===== src/rtl/fir_seq_ctrl.sv =====
// fir_seq_ctrl: runs one FIR job (tap reload, sample stream, zero flush, result stream); FIR_SEQ_PERF_EN adds perf counters
module fir_seq_ctrl #(
  parameter int NTAPS = 8,
  parameter int IW = 12,
  parameter int OW = 31,
  parameter int CNTW = 16
) (
  input  logic                 i_clk,
  input  logic                 i_reset,
  input  logic                 i_start,
  input  logic [CNTW-1:0]      i_num_samples,
  input  logic [CNTW-1:0]      i_out_len,
  input  logic                 i_tap_load,
  output logic                 o_busy,
  output logic                 o_done,
  input  logic                 s_valid,
  input  logic signed [IW-1:0] s_data,
  output logic                 s_ready,
  output logic                 o_fir_ce,
  output logic signed [IW-1:0] o_fir_sample,
  output logic                 o_fir_tap_wr,
  input  logic signed [OW-1:0] i_fir_result,
  input  logic                 i_fir_valid_result,
  input  logic                 i_fir_clean_pip,
  output logic                 m_valid,
  output logic signed [OW-1:0] m_data,
  output logic                 m_last,
  input  logic                 m_ready
`ifdef FIR_SEQ_PERF_EN
  ,
  output logic [31:0]          o_cyc_cnt,
  output logic [31:0]          o_stall_cnt,
  output logic [15:0]          o_flush_cnt
`endif
);
  typedef enum logic [2:0] {IDLE, TAPLOAD, STREAM, FLUSH, DONE} state_t;
  localparam logic [CNTW:0] EXTRA = (CNTW+1)'(NTAPS + 1);
  state_t state, state_nx;
  logic [CNTW-1:0] n_reg, l_reg, smp_cnt, res_cnt, l_nx;
  logic [CNTW:0] def_len;
  logic stall, start_ok, hs, capture, last_cap, last_smp;
  always_comb begin
    stall = m_valid && !m_ready;
    start_ok = state == IDLE && i_start && i_num_samples != '0;
    def_len = {1'b0, i_num_samples} + EXTRA;
    l_nx = i_out_len != '0 ? i_out_len : def_len[CNTW] ? '1 : def_len[CNTW-1:0];
    s_ready = state == STREAM && !stall;
    o_fir_ce = state == STREAM ? s_valid && !stall : state == FLUSH && !stall;
    o_fir_sample = state == STREAM ? s_data : '0;
    o_fir_tap_wr = state == TAPLOAD;
    o_busy = state != IDLE;
    o_done = state == DONE && !m_valid;
    hs = s_valid && s_ready;
    capture = o_fir_ce && i_fir_valid_result && res_cnt < l_reg;
    last_cap = capture && res_cnt + CNTW'(1) == l_reg;
    last_smp = hs && smp_cnt + CNTW'(1) == n_reg;
    state_nx = state;
    case (state)
      IDLE:    state_nx = start_ok ? (i_tap_load ? TAPLOAD : STREAM) : IDLE;
      TAPLOAD: state_nx = STREAM;
      STREAM:  state_nx = last_cap ? DONE : last_smp ? FLUSH : STREAM;
      FLUSH:   state_nx = last_cap ? DONE : FLUSH;
      DONE:    state_nx = m_valid ? DONE : IDLE;
      default: state_nx = IDLE;
    endcase
  end
  always_ff @(posedge i_clk)
    if (i_reset) begin
      state <= IDLE;
      n_reg <= '0;
      l_reg <= '0;
      smp_cnt <= '0;
      res_cnt <= '0;
      m_valid <= 1'b0;
      m_data <= '0;
      m_last <= 1'b0;
    end else begin
      state <= state_nx;
      n_reg <= start_ok ? i_num_samples : n_reg;
      l_reg <= start_ok ? l_nx : l_reg;
      smp_cnt <= start_ok ? '0 : hs ? smp_cnt + CNTW'(1) : smp_cnt;
      res_cnt <= start_ok ? '0 : capture ? res_cnt + CNTW'(1) : res_cnt;
      m_valid <= capture || stall;
      m_data <= capture ? i_fir_result : m_data;
      m_last <= capture ? last_cap : m_last && !m_ready;
    end
`ifdef FIR_SEQ_PERF_EN
  always_ff @(posedge i_clk)
    if (i_reset || start_ok) begin
      o_cyc_cnt <= '0;
      o_stall_cnt <= '0;
      o_flush_cnt <= '0;
    end else begin
      o_cyc_cnt <= o_busy && o_cyc_cnt != '1 ? o_cyc_cnt + 32'd1 : o_cyc_cnt;
      o_stall_cnt <= o_busy && stall && o_stall_cnt != '1 ? o_stall_cnt + 32'd1 : o_stall_cnt;
      o_flush_cnt <= state == FLUSH && !i_fir_clean_pip && o_flush_cnt != '1 ? o_flush_cnt + 16'd1 : o_flush_cnt;
    end
`else
  logic unused;
  assign unused = i_fir_clean_pip;
`endif
endmodule


===== config.mk =====
export PLATFORM = sky130hd
export DESIGN_NAME = fir_seq_ctrl
export DESIGN_NICKNAME = d
export VERILOG_FILES = /design/src/rtl/fir_seq_ctrl.sv
export SDC_FILE = /design/constraint.sdc
export NUM_CORES = 1
export LEC_CHECK = 0
export ABC_AREA = 1
export BUFFER_PORTS_ARGS = -buffer_cell sky130_fd_sc_hd__buf_4
export CELL_PAD_IN_SITES_DETAIL_PLACEMENT = 0
export CELL_PAD_IN_SITES_GLOBAL_PLACEMENT = 2
export CORE_UTILIZATION = 31
export DETAILED_ROUTE_END_ITERATION = 10
export PLACE_DENSITY_LB_ADDON = 0.05
export SYNTH_ARGS = -nofsm -noshare
export SYNTH_HDL_FRONTEND = slang
export SYNTH_SLANG_ARGS = --single-unit

===== constraint.sdc =====
create_clock -name i_clk -period 4.6 [get_ports i_clk]
set_clock_uncertainty 0.1 [all_clocks]
set_input_delay 0.23 -clock i_clk [delete_from_list [all_inputs] [get_ports i_clk]]
set_output_delay 0.23 -clock i_clk [all_outputs]
set_load 0.03 [all_outputs]

Word-level counts from Yosys, hierarchy flattened
Cells that the tools add are included.
{"block": "word_totals", "input_bits": 83, "ff_bits": 100, "output_inout_bits": 50}
{"block": "classes", "muxes": 12, "n_lt_le_gt_ge": 1, "reduce_logical": 22, "n_addsub": 3, "eq_ne": 6}
{"cell": "$add A16 B1 Y16 const B", "n": 2}
{"cell": "$eq A16 B16 Y1", "n": 2}
{"cell": "$mux W16", "n": 2}
{"cell": "$reduce_bool A16 Y1", "n": 2}
{"cell": "$add A16 B4 Y17 const B", "n": 1}
{"cell": "$lt A16 B16 Y1", "n": 1}
{"cell": "$pmux W3 S5", "n": 1}
{"cell": "$logic_and A1 B1 Y1", "n": 13}
{"cell": "$mux W12", "n": 1}
{"cell": "$mux W3", "n": 3}
{"cell": "$eq A3 B2 Y1 const B", "n": 2}
{"cell": "$mux W2", "n": 2}
{"cell": "$eq A3 B1 Y1 const B", "n": 1}
{"cell": "$eq A3 B3 Y1 const B", "n": 1}
{"cell": "$logic_not A1 Y1", "n": 3}
{"cell": "$logic_not A3 Y1", "n": 1}
{"cell": "$mux W1", "n": 3}
{"cell": "$reduce_bool A3 Y1", "n": 1}
{"cell": "$reduce_or A2 Y1", "n": 1}
{"cell": "$logic_or A1 B1 Y1", "n": 1}

Logic depth before layout (Yosys ltp)
{"block": "logic_depth", "ltp_word": 10, "depth_mapped": 14, "depth_no_buf": 14}

Worst setup path before layout
No wires, ideal clock.
{"block": "synth_path", "kind": "reg-to-reg", "startpoint": "register m_valid", "endpoint": "register res_cnt[11]", "path_buffers": 1, "period_less_slack_ns": 2.030, "t_required_ns": 4.372, "path_stages_with_launch": 12, "arrival_ns": 1.801, "slack_ns": 2.570, "cell_sequence": "dfxtp_1 nand2_1 inv_1 nor2_4 nand2_4 o21ai_2 nand2_2 nor2_4 inv_2 clkbuf_1 o21ai_0 a21oi_1"}
{"block": "synth_via", "elab_chain_len": 6, "elab_cells_between_ends": 7, "classes_between": "mux (1); reduce/logical (6)"}
{"element": "start, declared", "line": "25", "rtl": "output logic m_valid,"}
{"element": "start signal, assigned", "line": "83", "rtl": "m_valid <= capture || stall;"}
{"element": "$logic_and A1 B1 Y1 (*)", "line": "43", "rtl": "stall = m_valid && !m_ready;"}
{"element": "$logic_not A1 Y1 (*)", "line": "48", "rtl": "o_fir_ce = state == STREAM ? s_valid && !stall : state == FLUSH && !stall;"}
{"element": "$logic_and A1 B1 Y1", "line": "48"}
{"element": "$mux W1 (*)", "line": "48"}
{"element": "net o_fir_ce", "line": "19", "rtl": "output logic o_fir_ce,"}
{"element": "$logic_and A1 B1 Y1 (*) (2 in a row)", "line": "54", "rtl": "capture = o_fir_ce && i_fir_valid_result && res_cnt < l_reg;"}
{"element": "end signal, assigned", "line": "82", "rtl": "res_cnt <= start_ok ? '0 : capture ? res_cnt + CNTW'(1) : res_cnt;"}
{"element": "end, declared", "line": "39", "rtl": "logic [CNTW-1:0] n_reg, l_reg, smp_cnt, res_cnt, l_nx;"}
The timed path passes the listed nets; every way through them passes the cells marked *.
A chain may end at the register's enable or synchronous reset.

Worst setup path in the final report
{"block": "layout_path", "startpoint": "register res_cnt[0]", "endpoint": "register res_cnt[14]"}
{"block": "layout_via", "elab_chain_len": 2, "elab_cells_between_ends": 3, "classes_between": "add/sub (1); order compare (1); reduce/logical (1)"}
{"element": "$lt A16 B16 Y1", "line": "54"}
{"element": "$logic_and A1 B1 Y1", "line": "54"}
Parallel ways exist; a longest one is shown, timed or not.

==> out/summary.txt <==
Hold Crit Class: primary input to flop
worst-path fanout max: 51
reg-to-reg endpoint: res_cnt[14]$_SDFFE_PP0P_
CTS tree: built
critical path type: flop to flop
met2 routed WL: 7583 um
worst slew pin tran: 0.9486 ns
WL final: 18330 um
VDD IR max: 0.0001713 V
max_cap viols: 0
pin count of the biggest net entering global routing: 52
fill count: 2019
Synth Instances: 899
overflow left after global routing: 0
CP peak stage delay: 0.64 ns
DRT Pass-1 Iters: 5
Largest Register: m_data
Arr. time, crit path: 2.75 ns
mux contribution to synthesized area: 0
CTS H-tree depth: 3
via count: 6151
Yosys warning total: 0
# IOs: 133
fmax: 388.9 MHz
XOR/XNOR share of the synthesized area: 0.02080
commonest non-fill, non-tap cell in the layout: nand2_1
IO buf count: 131
crit end category: flop
most frequent CP cell: nand2_1
critical path launch point type: flop
Hold-fix buffers, CTS: 27
FP Rows: 50
most frequent cells in the layout: nand2_1 (192), nor2_1 (147), buf_4 (134)
DRT met1 WL: 9173 um
Synth Area in Compound Gates: 0.1571
Max Used Layer: met4
GP Congestion: 0.7577
Hold Crit Endpoint: m_data[14]$_SDFFE_PP0P_
Inst Count DP: 1241
Skew-Pair Late Insertion Delay: 0.35 ns
height of the chip: 139.9 um
Most used DFF post-synth: dfxtp_1
Remaining DRCs: 0
met3 routed WL: 1263 um
status: finished, final reports clean
Pleak: 3.445 nW
HP Start: i_fir_result[14]
CP delay by family, top: buffers and inverters
Final Cycle Share: 0.5590
Antenna Cells: 0
FFs w/ async S/R, synth: 0
setup violators final: 0
Simple-Gate Fraction of Synth Area: 0.3439
area share of the largest cell type after synthesis: 0.3396
largest family of logic cells by synthesized area: simple AND/OR/NAND/NOR gates
setup_tns: 0 ns
RSZ-0062 raised after global routing: false
Slew Limit Headroom: 0.3669
Min Clock Period, post-route: 2.572 ns
cell area after synthesis: 5894 um^2
post-synthesis cell type count: 40
# Post-CTS Setup Buffers: 0
Clock transition at path regs: 0.07 ns
placement-stage cell area: 7047 um^2
CP Data Required Time: 4.78 ns
r2r setup slk: 2.03 ns
Crit-path slowest cell: inv_2
non-filler cells, final: 1283
initial antenna violation count: 0
Core Area: 18640 um^2
Post-Syn Area per Cell: 6.557 um^2
Final Hold Viols: 0
placed wire-length estimate: 13700 um
worst path bufs/invs: 3
Max Slew Vio Count: 0
die area: 19570 um^2
area grow syn2layout: 29.08%
hold-critical path depth: 3
crit-path cells: inv_1 -> ha_1 -> inv_1 -> a21oi_1 -> o21ai_0 -> nand2_1 -> nand3_1 -> nand2_1 -> nand2_1 -> nor2_4 -> inv_2 -> o21ai_0 -> a21oi_1
Die W: 139.9 um
antenna-violating nets left: 0
first-pass GRT wire length: 29840 um
Starting Density: 0.3162
R2R cell count: 13
initial drt markers: 253
pwr dens: 286.6 nW/um^2
routed length per instance: 14.29 um
EDFF count, synth: 0
syn_nets: 1002
dominant cell type by area after synthesis: dfxtp_1
root buffer cell: clkbuf_16
Num CTS Buffers: 9
total global routing track utilization: 0.1931
fin nets: 1148
synthesis-stage register bit count: 100
max reg flops: 31
post-route cell area: 7609 um^2
FF-to-FF Start: res_cnt[0]$_SDFFE_PP0P_
CTS Sinks: 100
post-synthesis sequential area ratio: 0.3396
vias in the first global route: 5795
DR vias/cell: 4.794
dominant cells by area after synthesis: dfxtp_1 (34%), nand2_1 (12%), nor2_1 (9.4%)
clk buf depth: 2
layout cells sized above 1: 0.1716
adder-cell share of the synthesized area: 0.04245
post-layout util: 0.4081
post-CTS resize count: 0
-- tightest hold or removal path, stage by stage --
cell and delay [ns]:
buf_4 0.08, nor2_1 0.04, nor2_1 0.08
-- area by class of cell --
| class | instances | area [um^2] | area share |
|---|---|---|---|
| multi-input cells | 661 | 3326 | 0.4371 |
| flip-flops and latches | 100 | 2002 | 0.2631 |
| repair buffers | 161 | 1276 | 0.1677 |
| inverters | 112 | 420.4 | 0.05525 |
| well taps | 234 | 292.8 | 0.03848 |
| clock buffers | 11 | 242.7 | 0.03190 |
| clock inverters | 4 | 48.80 | 0.006413 |
-- how the worst max path moves through the flow --
| stage | start | to | cells past startpoint |
|---|---|---|---|
| 2_1_floorplan | m_valid$_SDFF_PP0_ | res_cnt[11]$_SDFFE_PP0P_ | 11 |
| 3_3_place_gp | i_num_samples[0] | n_reg[15]$_SDFFE_PP0P_ | 10 |
| 3_5_place_dp | i_num_samples[0] | n_reg[0]$_SDFFE_PP0P_ | 10 |
| 4_1_cts | res_cnt[0]$_SDFFE_PP0P_ | res_cnt[14]$_SDFFE_PP0P_ | 13 |
| 5_1_grt | res_cnt[0]$_SDFFE_PP0P_ | res_cnt[14]$_SDFFE_PP0P_ | 13 |
| 6_report | res_cnt[0]$_SDFFE_PP0P_ | res_cnt[14]$_SDFFE_PP0P_ | 13 |
-- report_power, final --
| group | internal, mW | switching (mW) |
|---|---|---|
| Combinational | 0.179 | 0.272 |
| Sequential | 0.915 | 0.0343 |
| Clock | 0.435 | 0.346 |
| Total | 1.53 | 0.652 |
-- cell families after synthesis --
group,after synthesis
XOR/XNOR,14
buffers and inverters,138
adder cells (fa/ha/maj),20
AO/OA/AOI/OAI,164
AND/OR/NAND/NOR,463
flip-flops,100
-- routing by layer --
layer	up-vias	global-route usage
met5	-	0
met4	0	0.06536
met3	18	0.04718
met2	172	0.2945
met1	2718	0.2650
li1	3243	-
-- per-stage QoR --
stage,setup slack [ns],hold WS (ns),power [mW]
final,2.028,0.009965,2.181
after global routing,1.634,0.01634,2.300
after CTS,1.971,0.0004688,2.215
after detailed placement,1.699,0.3580,1.404
after global placement,1.660,0.3510,1.406
after floorplan,2.570,0.2365,1.231
-- synthesized netlist by cell type (4+ instances only) --
| cell | number |
|---|---|
| a21oi_1 | 45 |
| ha_1 | 20 |
| nor2_4 | 7 |
| nand4_1 | 16 |
| nand3_2 | 4 |
| dfxtp_1 | 100 |
| buf_6 | 5 |
| o221ai_1 | 6 |
| nor3_1 | 7 |
| xor2_1 | 12 |
| o21ai_1 | 19 |
| clkbuf_1 | 13 |
| inv_1 | 105 |
| nand2_2 | 6 |
| a211oi_1 | 5 |
| o21ai_0 | 55 |
| nor2_1 | 147 |
| inv_2 | 4 |
| nand2_1 | 192 |
| o22ai_1 | 20 |
| nor4_1 | 4 |
| nand3_1 | 71 |
(Power assumes the default switching activity.)
